`src/rtl/mem_copy_pkg.sv`:
```
// Shared types and default widths for the mem_copy_dma block-copy engine.
package mem_copy_pkg;

    localparam int AW = 8;
    localparam int DW = 8;

    typedef enum logic [1:0] {
        IDLE,
        READ,
        WRITE,
        FIN
    } dma_state_t;

endpackage

```
`src/rtl/mem_copy_addr_gen.sv`:
```
// Source/destination pointer and byte-count tracker for mem_copy_dma.
// Optional macro MEM_COPY_OVERLAP_EN adds a descending-copy mode chosen at
// load time so overlapping forward copies behave like memmove.
module mem_copy_addr_gen
    import mem_copy_pkg::*;
#(
    parameter int AW = mem_copy_pkg::AW
) (
    input  logic          clk,
    input  logic          reset,
    input  logic          load,
    input  logic          step,
    input  logic [AW-1:0] src,
    input  logic [AW-1:0] dst,
    input  logic [AW-1:0] len,
    output logic [AW-1:0] rd_ptr,
    output logic [AW-1:0] wr_ptr,
    output logic          last
);

    localparam logic [AW-1:0] ONE = {{(AW-1){1'b0}}, 1'b1};

    logic [AW-1:0] rd_ptr_q, rd_ptr_d;
    logic [AW-1:0] wr_ptr_q, wr_ptr_d;
    logic [AW-1:0] remaining_q, remaining_d;

`ifdef MEM_COPY_OVERLAP_EN
    logic          desc_q, desc_d;
    logic [AW-1:0] diff;
    logic          overlap;

    // Destination lands inside the unread tail of the source: walk backwards.
    assign diff    = dst - src;
    assign overlap = (diff != '0) && (diff < len);
`endif

    // Next-state for pointers and count: latch on load, advance on step.
    always_comb begin
        rd_ptr_d    = rd_ptr_q;
        wr_ptr_d    = wr_ptr_q;
        remaining_d = remaining_q;
`ifdef MEM_COPY_OVERLAP_EN
        desc_d      = desc_q;
`endif
        if (load) begin
            remaining_d = len;
`ifdef MEM_COPY_OVERLAP_EN
            desc_d = overlap;
            if (overlap) begin
                rd_ptr_d = src + len - ONE;
                wr_ptr_d = dst + len - ONE;
            end else begin
                rd_ptr_d = src;
                wr_ptr_d = dst;
            end
`else
            rd_ptr_d = src;
            wr_ptr_d = dst;
`endif
        end else if (step) begin
            remaining_d = remaining_q - ONE;
`ifdef MEM_COPY_OVERLAP_EN
            if (desc_q) begin
                rd_ptr_d = rd_ptr_q - ONE;
                wr_ptr_d = wr_ptr_q - ONE;
            end else begin
                rd_ptr_d = rd_ptr_q + ONE;
                wr_ptr_d = wr_ptr_q + ONE;
            end
`else
            rd_ptr_d = rd_ptr_q + ONE;
            wr_ptr_d = wr_ptr_q + ONE;
`endif
        end
    end

    // Pointer/count registers, cleared by the asynchronous reset.
    always_ff @(posedge clk or posedge reset) begin
        if (reset) begin
            rd_ptr_q    <= '0;
            wr_ptr_q    <= '0;
            remaining_q <= '0;
`ifdef MEM_COPY_OVERLAP_EN
            desc_q      <= 1'b0;
`endif
        end else begin
            rd_ptr_q    <= rd_ptr_d;
            wr_ptr_q    <= wr_ptr_d;
            remaining_q <= remaining_d;
`ifdef MEM_COPY_OVERLAP_EN
            desc_q      <= desc_d;
`endif
        end
    end

    assign rd_ptr = rd_ptr_q;
    assign wr_ptr = wr_ptr_q;
    assign last   = (remaining_q == ONE);

endmodule

```
`src/rtl/mem_copy_dma.sv`:
```
// Block-copy engine and memory-port arbiter in front of the data memory.
// Idle: CPU port passes straight through. Copying: one read/write cycle pair
// per byte, busy stalls the CPU, done pulses once at the end.
// Optional macro MEM_COPY_OVERLAP_EN enables memmove-style descending copies.
module mem_copy_dma
    import mem_copy_pkg::*;
#(
    parameter int AW = mem_copy_pkg::AW,
    parameter int DW = mem_copy_pkg::DW
) (
    input  logic          clk,
    input  logic          reset,
    input  logic          start,
    input  logic [AW-1:0] src_addr,
    input  logic [AW-1:0] dst_addr,
    input  logic [AW-1:0] len,
    input  logic [AW-1:0] cpu_addr,
    input  logic          cpu_wr_en,
    input  logic [DW-1:0] cpu_dat,
    input  logic [DW-1:0] mem_rd_dat,
    output logic [AW-1:0] mem_addr,
    output logic          mem_wr_en,
    output logic [DW-1:0] mem_wr_dat,
    output logic          busy,
    output logic          done
);

    dma_state_t    state_q, state_d;
    logic [DW-1:0] buf_q, buf_d;
    logic          load, step, last;
    logic [AW-1:0] rd_ptr, wr_ptr;

    mem_copy_addr_gen #(.AW(AW)) u_addr_gen (
        .clk    (clk),
        .reset  (reset),
        .load   (load),
        .step   (step),
        .src    (src_addr),
        .dst    (dst_addr),
        .len    (len),
        .rd_ptr (rd_ptr),
        .wr_ptr (wr_ptr),
        .last   (last)
    );

    // Next-state and memory-port mux; DMA-side outputs use registered state only.
    always_comb begin
        state_d    = state_q;
        buf_d      = buf_q;
        load       = 1'b0;
        step       = 1'b0;
        mem_addr   = cpu_addr;
        mem_wr_en  = cpu_wr_en;
        mem_wr_dat = cpu_dat;
        case (state_q)
            IDLE: begin
                if (start) begin
                    if (len != '0) begin
                        load    = 1'b1;
                        state_d = READ;
                    end else begin
                        state_d = FIN;
                    end
                end
            end
            READ: begin
                mem_addr   = rd_ptr;
                mem_wr_en  = 1'b0;
                mem_wr_dat = buf_q;
                buf_d      = mem_rd_dat;
                state_d    = WRITE;
            end
            WRITE: begin
                mem_addr   = wr_ptr;
                mem_wr_en  = 1'b1;
                mem_wr_dat = buf_q;
                step       = 1'b1;
                state_d    = last ? FIN : READ;
            end
            FIN: begin
                mem_addr   = wr_ptr;
                mem_wr_en  = 1'b0;
                mem_wr_dat = buf_q;
                state_d    = IDLE;
            end
            default: state_d = IDLE;
        endcase
    end

    // State and byte buffer; reset aborts any copy in flight.
    always_ff @(posedge clk or posedge reset) begin
        if (reset) begin
            state_q <= IDLE;
            buf_q   <= '0;
        end else begin
            state_q <= state_d;
            buf_q   <= buf_d;
        end
    end

    assign busy = (state_q != IDLE);
    assign done = (state_q == FIN);

endmodule

```
`config.mk`:
```
export PLATFORM = sky130hd
export DESIGN_NAME = mem_copy_dma
export DESIGN_NICKNAME = d
export VERILOG_FILES = /design/src/rtl/mem_copy_pkg.sv /design/src/rtl/mem_copy_addr_gen.sv /design/src/rtl/mem_copy_dma.sv
export SDC_FILE = /design/constraint.sdc
export NUM_CORES = 1
export LEC_CHECK = 0
export CAP_MARGIN = 30
export CORE_MARGIN = 5
export CORE_UTILIZATION = 35
export CTS_BUF_LIST = sky130_fd_sc_hd__clkbuf_8 sky130_fd_sc_hd__clkbuf_16
export CTS_CLUSTER_SIZE = 30
export DETAILED_ROUTE_END_ITERATION = 12
export PLACE_DENSITY = 0.66
export SKIP_CTS_REPAIR_TIMING = 1
export SYNTH_ARGS = -nofsm -noshare
export SYNTH_HDL_FRONTEND = slang
export SYNTH_SLANG_ARGS = --single-unit
```
`constraint.sdc`:
```
create_clock -name clk -period 3.8 [get_ports clk]
set_input_delay 0.76 -clock clk [delete_from_list [all_inputs] [get_ports clk]]
set_output_delay 0.76 -clock clk [all_outputs]
set_load 0.005 [all_outputs]
```
==> results of run 1 <==
## sequential cells by signal, indices dropped and copies added (netlist names)
signal,count
u_addr_gen.remaining_q,8
u_addr_gen.wr_ptr,8
state_q,2
buf_q,8
u_addr_gen.rd_ptr,8
## power breakdown
part / internal [mW] / leakage, nW / total, mW / switching, mW
clock: 0.143 / 0.0524 / 0.273 / 0.129
combinational: 0.653 / 0.761 / 1.22 / 0.564
sequential: 0.544 / 0.410 / 0.755 / 0.211
## routing by layer
layer	share of wire, %	up-vias	track usage [%]	wire (um)
met2	46	69	25.7	2720
met5	0	-	0	0
li1	-	989	-	-
met3	8.7	6	5.42	514
met4	1.0	0	3.97	59
met1	44	965	20.3	2590
## cell usage in the layout (no fill, tap or decap), drive strengths merged, types with 3 or more instances in the layout
cell type / n
ha: 4
a221o: 5
buf: 7
o21ai: 15
inv: 7
nand3b: 3
nand3: 14
a22oi: 3
mux2i: 9
a21oi: 4
clkdlybuf4s50: 70
nor2: 12
o221a: 3
dfrtp: 34
nand2: 52
mux2: 8
or4: 4
o211ai: 7
nor3: 4
nand4: 7
clkbuf: 6
## cells by family (layout without fill, tap and decap cells)
kind of cell | count (synthesis) | after routing | share of synthesized area [%]
and+or+nand+nor | 108 | 108 | 25.0
adders and majority gates | 4 | 4 | 2.42
AOI/OAI and AO/OA | 48 | 48 | 16.8
xor gates and xnor gates | 3 | 3 | 1.27
muxes | 17 | 17 | 8.72
buffers and inverters | 22 | 91 | 4.60
DFF | 34 | 34 | 41.2
## worst max-delay path: stages
cell             delay [ns]
clkdlybuf4s50_1        0.46
mux2i_1                0.06
o21ai_0                0.16
clkdlybuf4s50_1        0.53
## final cells by class
cell class                      count  area [um^2]  area share, %
Multi-Input combinational cell    180         1120           38.2
Sequential cell                    34          851           29.0
Timing Repair Buffer               77          753           25.7
Tap cell                           75         93.8           3.20
Clock buffer                        6         82.6           2.82
Inverter                            6         22.5          0.768
Clock inverter                      2         8.76          0.299
## per-stage QoR
| stage | cell area [um^2] | worst slack, ns | std cells | power [mW] |
|---|---|---|---|---|
| 2_1_floorplan | 2070 | 1.53 | 236 | 1.45 |
| 3_3_place_gp | 2840 | 0.876 | 372 | 1.96 |
| 3_5_place_dp | 2840 | 0.799 | 372 | 2.00 |
| 4_1_cts | 2930 | 1.04 | 380 | 2.27 |
| 5_1_grt | 2930 | 0.905 | 380 | 2.45 |
| 6_report | 2930 | 1.06 | 380 | 2.25 |
## worst paths after layout
check	slack, ns	to	start
worst min-delay path	0.47	buf_q[7]	buf_q[7]
min in group asynchronous	0.88	buf_q[0]	reset
worst min register to register	0.47	buf_q[7]	buf_q[7]
max in group asynchronous	2.61	u_addr_gen.remaining_q[2]	reset
worst max-delay path	1.06	mem_addr[6]	cpu_addr[6]
worst max register to register	1.86	u_addr_gen.rd_ptr[5]	state_q[0]
## cells in the mapped netlist (2+ instances only)
cell / count / share of area [%]
o22ai_1: 2 / 0.61
inv_1: 6 / 1.1
nand4_1: 7 / 2.1
or4_1: 2 / 0.73
or4_4: 2 / 1.1
dfrtp_1: 34 / 41
mux2_2: 8 / 4.4
nand2b_1: 2 / 0.61
o211ai_1: 6 / 2.2
o21ai_0: 15 / 3.6
nor4b_1: 2 / 0.85
and2_1: 2 / 0.61
a22oi_1: 3 / 1.1
ha_1: 4 / 2.4
a221o_1: 5 / 2.4
o221a_2: 3 / 1.6
xor2_1: 2 / 0.85
a21oi_1: 4 / 0.97
nor2_1: 12 / 2.2
nor2b_1: 2 / 0.61
nand3b_1: 3 / 1.1
nand2_1: 52 / 9.4
clkbuf_1: 12 / 2.2
mux2i_1: 9 / 4.4
nand3_1: 14 / 3.4
nor3_1: 4 / 0.97
==> results by group, run 1 <==
STA
  • Final setup TNS: 0 ns
  • Tmin final: 2.74 ns
  • Worst hold slack: 0.471 ns
  • Fraction of the cycle the final worst path needs: 72.0%
  • Worst-margin pin slew: 0.722 ns
  • Worst clock skew: 0.00398 ns
  • Worst rel slew slack: 51.4%
  • Setup violations, final: 0
  • Final hold violations: 0
  • Fmax: 365 MHz
  • Slew Viols, Final: 0
  • RSZ-0062 raised after global routing: false

Route
  • WL/cell: 15.5 um
  • Detailed router's first-iteration violation count: 102
  • Post-route ant nets: 0
  • Via Count: 2029
  • Via-per-instance ratio: 5.34
  • DRC viols: 0
  • DRT Pass-1 Iters: 4
  • Post-Route WL: 5880 um

Logic synthesis
  • Mapped Area: 2070 um^2
  • Top_reg_cell synth: dfrtp_1
  • Post-synth cell types: 45
  • Synthesized Nets: 292
  • Sequential share of the synthesized area: 41.2%
  • Post-synth ARST share: 100%
  • Syn Inst Count: 236
  • Synth Warn #: 0
  • Syn Area/Cell: 8.75 um^2
  • EDFF count, synth: 0
  • #FFs+latches synth: 34

Power and ir drop
  • Maximum VDD drop: 0.367 mV
  • PwrDens: 766 nW/um^2
  • Leak: 1.22 nW

Finish
  • Layout fillers: 578
  • Layout Utilization: 50.4%
  • Layout Nets: 360
  • Synth-to-layout area growth: 41.9%
  • Ant diodes: 0
  • Layout cells sized above 1: 9.18%

GRT
  • Initial antenna violation count: 0
  • First-pass GRT wire length: 9540 um
  • Largest net degree at the start of global routing: 35
  • Vias in the first global route: 2018
  • GRT Total Usage: 15.9%
  • Congestion Overflow GR: 0

Clock tree
  • CTS tree: yes
  • Clock buffer depth: 2
  • Total clock sinks: 34
  • Worst skew pair latency: 0.29 ns
  • CTS Root Cell: clkbuf_8
  • H-Tree Level Count: 2
  • CTS Buf Count: 5
  • CTS clk-pin slew, worst paths: 0.07 ns

Critical path
  • R2R cell count: 5
  • Critical path endpoint category: output pin
  • Startpoint Class: input pin
  • Critical path type: input pin to output pin
  • WP data arrival: 1.98 ns
  • Crit Path Max Fanout: 1
  • Worst Path Required: 3.04 ns

Floorplan
  • Initial Util: 35.5%
  • Die H: 86.8 um
  • Overall die width: 86.8 um
  • # rows: 28
  • Full die area: 7540 um^2
  • IO Count: 71
  • Core Region: 5820 um^2

Placed design
  • PortBufs: 70
  • Post-DP HPWL: 4370 um
  • Routability cong.: 0.788

Min path
  • Worst hold path type: register to register
  • Min-Delay Path Depth: 2

Outcome
  • Run status: completed

Job
  • # Max-Cap Violations: 0
(Power assumes the default switching activity.)
==> run 2: changes to the inputs <==
Settings changed: PLACE_DENSITY 0.66 to 0.69.
Clock period 3.8 ns to 2.39 ns, I/O delays scaled along.
==> results by group, run 2 (synthesis gave the netlist of run 1 again) <==
Outcome
  • Run status: completed

Finish
  • Synth-to-layout area growth: 46.4%
  • Layout fillers: 570 (-1.4%)
  • Layout cells sized above 1: 12.7% (+3.5 points)
  • Leading cell type in the layout, fill and taps excluded: clkdlybuf4s50_1
  • Ant diodes: 0 (unchanged)
  • Most frequent cells in the layout: 70 x clkdlybuf4s50_1, 52 x nand2_1, 34 x dfrtp_1
  • Layout Nets: 371 (+3.1%)
  • Layout Utilization: 52.0% (+1.6 points)

GRT
  • GRT Total Usage: 15.9% (+0.059 points)
  • First-pass GRT wire length: 9610 um (+0.72%)
  • Initial antenna violation count: 0 (unchanged)
  • Largest net degree at the start of global routing: 35 (unchanged)
  • Congestion Overflow GR: 0 (unchanged)
  • Vias in the first global route: 2073 (+2.7%)

Floorplan
  • IO Count: 71 (unchanged)
  • Die H: 86.8 um (unchanged)
  • Initial Util: 35.5% (unchanged)
  • Core Region: 5820 um^2 (unchanged)
  • Full die area: 7540 um^2 (unchanged)
  • # rows: 28 (unchanged)
  • Overall die width: 86.8 um (unchanged)

Clock tree
  • H-Tree Level Count: 2 (unchanged)
  • CTS Root Cell: clkbuf_8
  • CTS clk-pin slew, worst paths: 0.07 ns (about the same)
  • Clock buffer depth: 2 (unchanged)
  • Total clock sinks: 34 (unchanged)
  • Worst skew pair latency: 0.28 ns (about the same)
  • CTS tree: yes
  • CTS Buf Count: 5 (unchanged)

Critical path
  • CP delay by family, top: buffers and inverters
  • WP data arrival: 1.83 ns (-0.15 ns)
  • CP cell instances: nor2_2 > buf_6 > mux2_2 > clkdlybuf4s50_1
  • Crit Path Max Fanout: 9 (+8)
  • Critical path type: register to output pin
  • Critical Path Max Stage Delay: 0.45 ns (-0.08 ns)
  • Startpoint Class: register
  • Worst Path Buf+Inv: 2 (unchanged)
  • Critical path endpoint category: output pin
  • Max stage delay cell, worst path: clkdlybuf4s50_1
  • Worst Path Required: 1.91 ns (-1.13 ns)
  • Reg2Reg Setup Slack: 0.49 ns (-1.37 ns)

Power and ir drop
  • Maximum VDD drop: 0.782 mV (+110%)
  • Total power: 3.66 mW (+63%)
  • Leak: 1.28 nW (+4.4%)
  • PwrDens: 1210 nW/um^2 (+58%)

STA
  • Fmax: 434 MHz
  • Setup violations, final: 0 (unchanged)
  • Worst rel slew slack: 64.7% (+13 points)
  • Tmin final: 2.31 ns
  • Fraction of the cycle the final worst path needs: 96.5%
  • Final hold violations: 0 (unchanged)
  • Worst-margin pin slew: 0.522 ns (-0.200 ns)
  • Worst clock skew: 0.0124 ns (+0.00843 ns)
  • Slew Viols, Final: 0 (unchanged)
  • Worst hold slack: 0.481 ns (+0.00986 ns)

Route
  • Detailed router's first-iteration violation count: 116 (+14%)
  • DRT Pass-1 Iters: 7 (+3)
  • Via Count: 2079 (+2.5%)
  • WL/cell: 14.9 um (-3.5%)
  • Post-Route WL: 5840 um (-0.75%)
  • Post-route ant nets: 0 (unchanged)
  • DRC viols: 0 (unchanged)
  • Via-per-instance ratio: 5.32 (-0.42%)

Min path
  • Worst hold path type: register to register

Job
  • # Max-Cap Violations: 0 (unchanged)

Placed design
  • Post-DP HPWL: 4500 um (+3.0%)
  • PortBufs: 70 (unchanged)
  • Routability cong.: 0.824 (+4.6%)
run 2: cell count changes in the layout (fill, tap and decap cells not counted):
cell    delta
buf_4      +9
buf_6      +2
nor2_1     -1
nor2_2     +1
run 2: final cells by class:
class | count | area, um^2 | area share, %
Clock buffer | 6 | 82.6 | 2.73
Clock inverter | 2 | 8.76 | 0.290
Inverter | 6 | 22.5 | 0.745
Multi-Input combinational cell | 180 | 1120 | 37.1
Sequential cell | 34 | 851 | 28.1
Tap cell | 75 | 93.8 | 3.10
Timing Repair Buffer | 88 | 843 | 27.9
run 2: power by group:
part	internal [mW]	switching, mW	total, mW
clock	0.228	0.208	0.436
sequential	0.866	0.333	1.20
combinational	1.11	0.918	2.03
total	2.20	1.46	3.66
run 2: final timing paths:
kind | startpoint | end | cells after the start
worst max-delay path | state_q[0] | mem_wr_dat[6] | 4
worst min-delay path | buf_q[7] | buf_q[7] | 2
worst max register to register | state_q[1] | u_addr_gen.wr_ptr[3] | 6
worst min register to register | buf_q[7] | buf_q[7] | 2
max in group asynchronous | reset | u_addr_gen.wr_ptr[1] | 3
min in group asynchronous | reset | u_addr_gen.wr_ptr[0] | 3
run 2: tightest hold or removal path, stage by stage (launching register included):
cell and delay, ns:
dfrtp_1 0.34, nand2_1 0.05, nand2_1 0.05
run 2: metal layers:
metal / track usage, % / up-vias / share of wire [%]
met4: 3.40 / 0 / 1.4
met5: 0 / - / 0
li1: - / 1017 / -
met1: 20.3 / 958 / 44
met3: 4.66 / 10 / 7.8
met2: 26.6 / 94 / 47
run 2: per-stage QoR:
| step | worst slack [ns] | cell area (um^2) | cells | TNS, ns |
|---|---|---|---|---|
| finish | 0.0846 | 3020 | 391 | 0 |
| global route | -0.00206 | 3020 | 391 | -0.00206 |
| floorplan | 0.399 | 2070 | 236 | 0 |
| CTS | 0.0256 | 3010 | 391 | 0 |
| detailed placement | 0.0136 | 2920 | 383 | 0 |
| global placement | 0.0391 | 2920 | 383 | 0 |
==> run 3: changes to the inputs <==
Settings changed: SYNTH_HIERARCHICAL set to 1.
Clock period 2.39 ns to 2.1 ns, I/O delays scaled along.
==> results by group, run 3 <==
Placed design
  • Placed insts: 361 (-5.7%)
  • Post-DP HPWL: 4220 um (-6.2%)
  • Routability cong.: 0.789 (-4.2%)
  • PortBufs: 70 (unchanged)

GRT
  • Congestion Overflow GR: 0 (unchanged)
  • Initial antenna violation count: 0 (unchanged)
  • GRT Total Usage: 15.2% (-0.72 points)
  • Vias in the first global route: 1922 (-7.3%)
  • Largest net degree at the start of global routing: 25 (-29%)
  • First-pass GRT wire length: 9140 um (-5.0%)

STA
  • Slew Viols, Final: 0 (unchanged)
  • Tmin final: 1.98 ns
  • RSZ-0062 raised after global routing: false
  • Final setup TNS: 0 ns (unchanged)
  • Fraction of the cycle the final worst path needs: 94.4%
  • Worst-margin pin slew: 0.373 ns (-0.149 ns)
  • Setup violations, final: 0 (unchanged)
  • Fmax: 505 MHz
  • Final hold violations: 0 (unchanged)
  • Worst rel slew slack: 75.1% (+10 points)
  • Worst clock skew: 0.00472 ns (-0.00769 ns)

Route
  • Detailed router's first-iteration violation count: 110 (-5.2%)
  • Post-Route WL: 5460 um (-6.5%)
  • Via Count: 1904 (-8.4%)
  • DRT Pass-1 Iters: 4 (-3)
  • Via-per-instance ratio: 5.12 (-3.7%)
  • Post-route ant nets: 0 (unchanged)
  • DRC viols: 0 (unchanged)
  • WL/cell: 14.7 um (-1.7%)

Finish
  • Layout cells sized above 1: 16.7% (+4.0 points)
  • Layout Utilization: 54.8% (+2.8 points)
  • Synth-to-layout area growth: 49.9%
  • Non-Filler Instances: 372 (-4.9%)
  • Ant diodes: 0 (unchanged)
  • Most frequent cells in the layout: 54 x clkdlybuf4s50_1, 38 x nand2_1, 32 x dfrtp_1
  • Leading cell type in the layout, fill and taps excluded: clkdlybuf4s50_1
  • Layout Nets: 355 (-4.3%)

Floorplan
  • Die H: 86.5 um (-0.35%)
  • Overall die width: 86.5 um (-0.35%)
  • IO Count: 71 (unchanged)
  • Full die area: 7490 um^2 (-0.70%)
  • # rows: 27 (-3.6%)
  • Initial Util: 36.5% (+1.0 points)
  • Core Region: 5610 um^2 (-3.6%)

Logic synthesis
  • #FFs+latches synth: 34 (unchanged)
  • Dominant cell type by area after synthesis: dfrtp_1
  • Syn Inst Count: 215 (-8.9%)
  • Mapped Area: 2050 um^2 (-0.79%)
  • Top-area cell type share of the netlist area: 41.5% (+0.33 points)
  • Most common cell in the synthesized netlist: nand2_1
  • Sequential share of the synthesized area: 41.5% (+0.33 points)
  • EDFF count, synth: 0 (unchanged)
  • Post-synth ARST share: 100% (unchanged)
  • Syn Area/Cell: 9.53 um^2 (+8.9%)
  • Post-synth cell types: 33 (-27%)
  • Synthesized Nets: 271 (-7.2%)
  • Commonest cells post-synth: 38 x nand2_1, 34 x dfrtp_1, 24 x o21ai_0
  • Synth Warn #: 6 (+6)
  • Synth area leaders: dfrtp_1 42%, nand2_1 7.0%, o21ai_0 5.9%, mux2_4 5.9%, mux2i_1 4.9%
  • Top_reg_cell synth: dfrtp_1

Min path
  • Worst hold path type: input pin to async pin

Critical path
  • Crit Path Max Fanout: 14 (+5)
  • Startpoint Class: input pin
  • Reg2Reg Setup Slack: 0.25 ns (-0.24 ns)
  • WP data arrival: 2.20 ns (+0.37 ns)
  • Critical path type: input pin to register
  • R2r endpoint: u_addr_gen/remaining_q[7]
  • R2R cell count: 4 (-2)
  • R2R Path Start: state_q[0]
  • Worst Path Required: 2.32 ns (+0.41 ns)
  • Critical path endpoint category: register

Clock tree
  • H-Tree Level Count: 2 (unchanged)
  • CTS Buf Count: 5 (unchanged)
  • CTS clk-pin slew, worst paths: 0.07 ns (about the same)
  • Worst skew pair latency: 0.29 ns (about the same)
  • Total clock sinks: 34 (unchanged)
  • CTS Root Cell: clkbuf_8
  • Clock buffer depth: 2 (unchanged)
  • CTS tree: yes

Power and ir drop
  • Total power: 3.86 mW (+5.4%)
  • PwrDens: 1250 nW/um^2 (+3.7%)
  • Maximum VDD drop: 0.540 mV (-31%)
  • Leak: 1.39 nW (+9.0%)

Outcome
  • Run status: completed

Job
  • # Max-Cap Violations: 0 (unchanged)
==> run 3: cell types whose count changed after synthesis, sizes merged, moves of 5 or more <==
cell / before / now
a221o: 5 / 0
xor2: 2 / 7
o21ai: 15 / 24
mux2: 8 / 16
or4: 4 / 10
clkbuf: 12 / 7
nand2: 52 / 38
==> run 3: how the worst max path moves through the flow <==
stage | to | slack, ns | start | cells after the start
floorplan | u_addr_gen/wr_ptr[5] | 0.30 | len[1] | 8
global placement | u_addr_gen/remaining_q[5] | -0.25 | len[0] | 6
detailed placement | u_addr_gen/wr_ptr[7] | -0.28 | len[0] | 6
CTS | mem_wr_dat[2] | -0.22 | state_q[0] | 3
global route | busy | 0.05 | state_q[1] | 5
finish | u_addr_gen/wr_ptr[7] | 0.12 | len[0] | 6
==> run 3: logic make-up (layout without fill, tap and decap cells) <==
| group | Yosys count | count (layout) | synth area share (%) |
|---|---|---|---|
| AND/OR/NAND/NOR | 86 | 86 | 21.9 |
| AO/OA/AOI/OAI | 36 | 36 | 10.2 |
| XOR/XNOR | 11 | 11 | 4.70 |
| multiplexers | 26 | 26 | 15.1 |
| flip-flops | 34 | 34 | 41.5 |
| adder cells (fa/ha/maj) | 4 | 4 | 2.44 |
| buffers and inverters | 18 | 103 | 4.09 |
==> run 3: power by group <==
| part | leakage [nW] | internal, mW | total (mW) | switching (mW) |
|---|---|---|---|---|
| clock network | 0.0524 | 0.260 | 0.498 | 0.239 |
| registers | 0.407 | 0.986 | 1.34 | 0.351 |
| logic | 0.932 | 1.20 | 2.02 | 0.818 |
| total | 1.39 | 2.45 | 3.86 | 1.41 |
==> run 3: final cells by class <==
| type | instances | area (um^2) |
|---|---|---|
| Fill cell | 533 | 2530 |
| Timing Repair Buffer | 88 | 892 |
| Multi-Input combinational cell | 163 | 1120 |
| Inverter | 7 | 26.3 |
| Tap cell | 72 | 90.1 |
| Clock buffer | 6 | 82.6 |
| Sequential cell | 34 | 853 |
| Clock inverter | 2 | 8.76 |
==> run 3: critical path, cell delays in order <==
cell and delay (ns):
clkdlybuf4s50_1 0.44, nor4_1 0.33, nand2_1 0.12, and3_4 0.25
or4_1 0.53, nand3_1 0.11
==> run 3: per-layer routing <==
layer | part of all wire (%) | track usage [%] | wire (um) | vias to the layer above
li1 | - | - | - | 939
met1 | 48 | 21.3 | 2600 | 890
met2 | 43 | 23.2 | 2350 | 70
met3 | 8.6 | 4.47 | 471 | 5
met4 | 0.77 | 3.12 | 42 | 0
met5 | 0 | 0 | 0 | -
==> run 3: stage by stage <==
step           hold slack [ns]  area (um^2)  setup slack [ns]
6_report                 0.438         3070             0.118
5_1_grt                  0.486         3070            0.0511
4_1_cts                  0.450         2990            -0.216
3_5_place_dp             0.499         2900            -0.283
3_3_place_gp             0.489         2900            -0.250
2_1_floorplan            0.260         2050             0.304
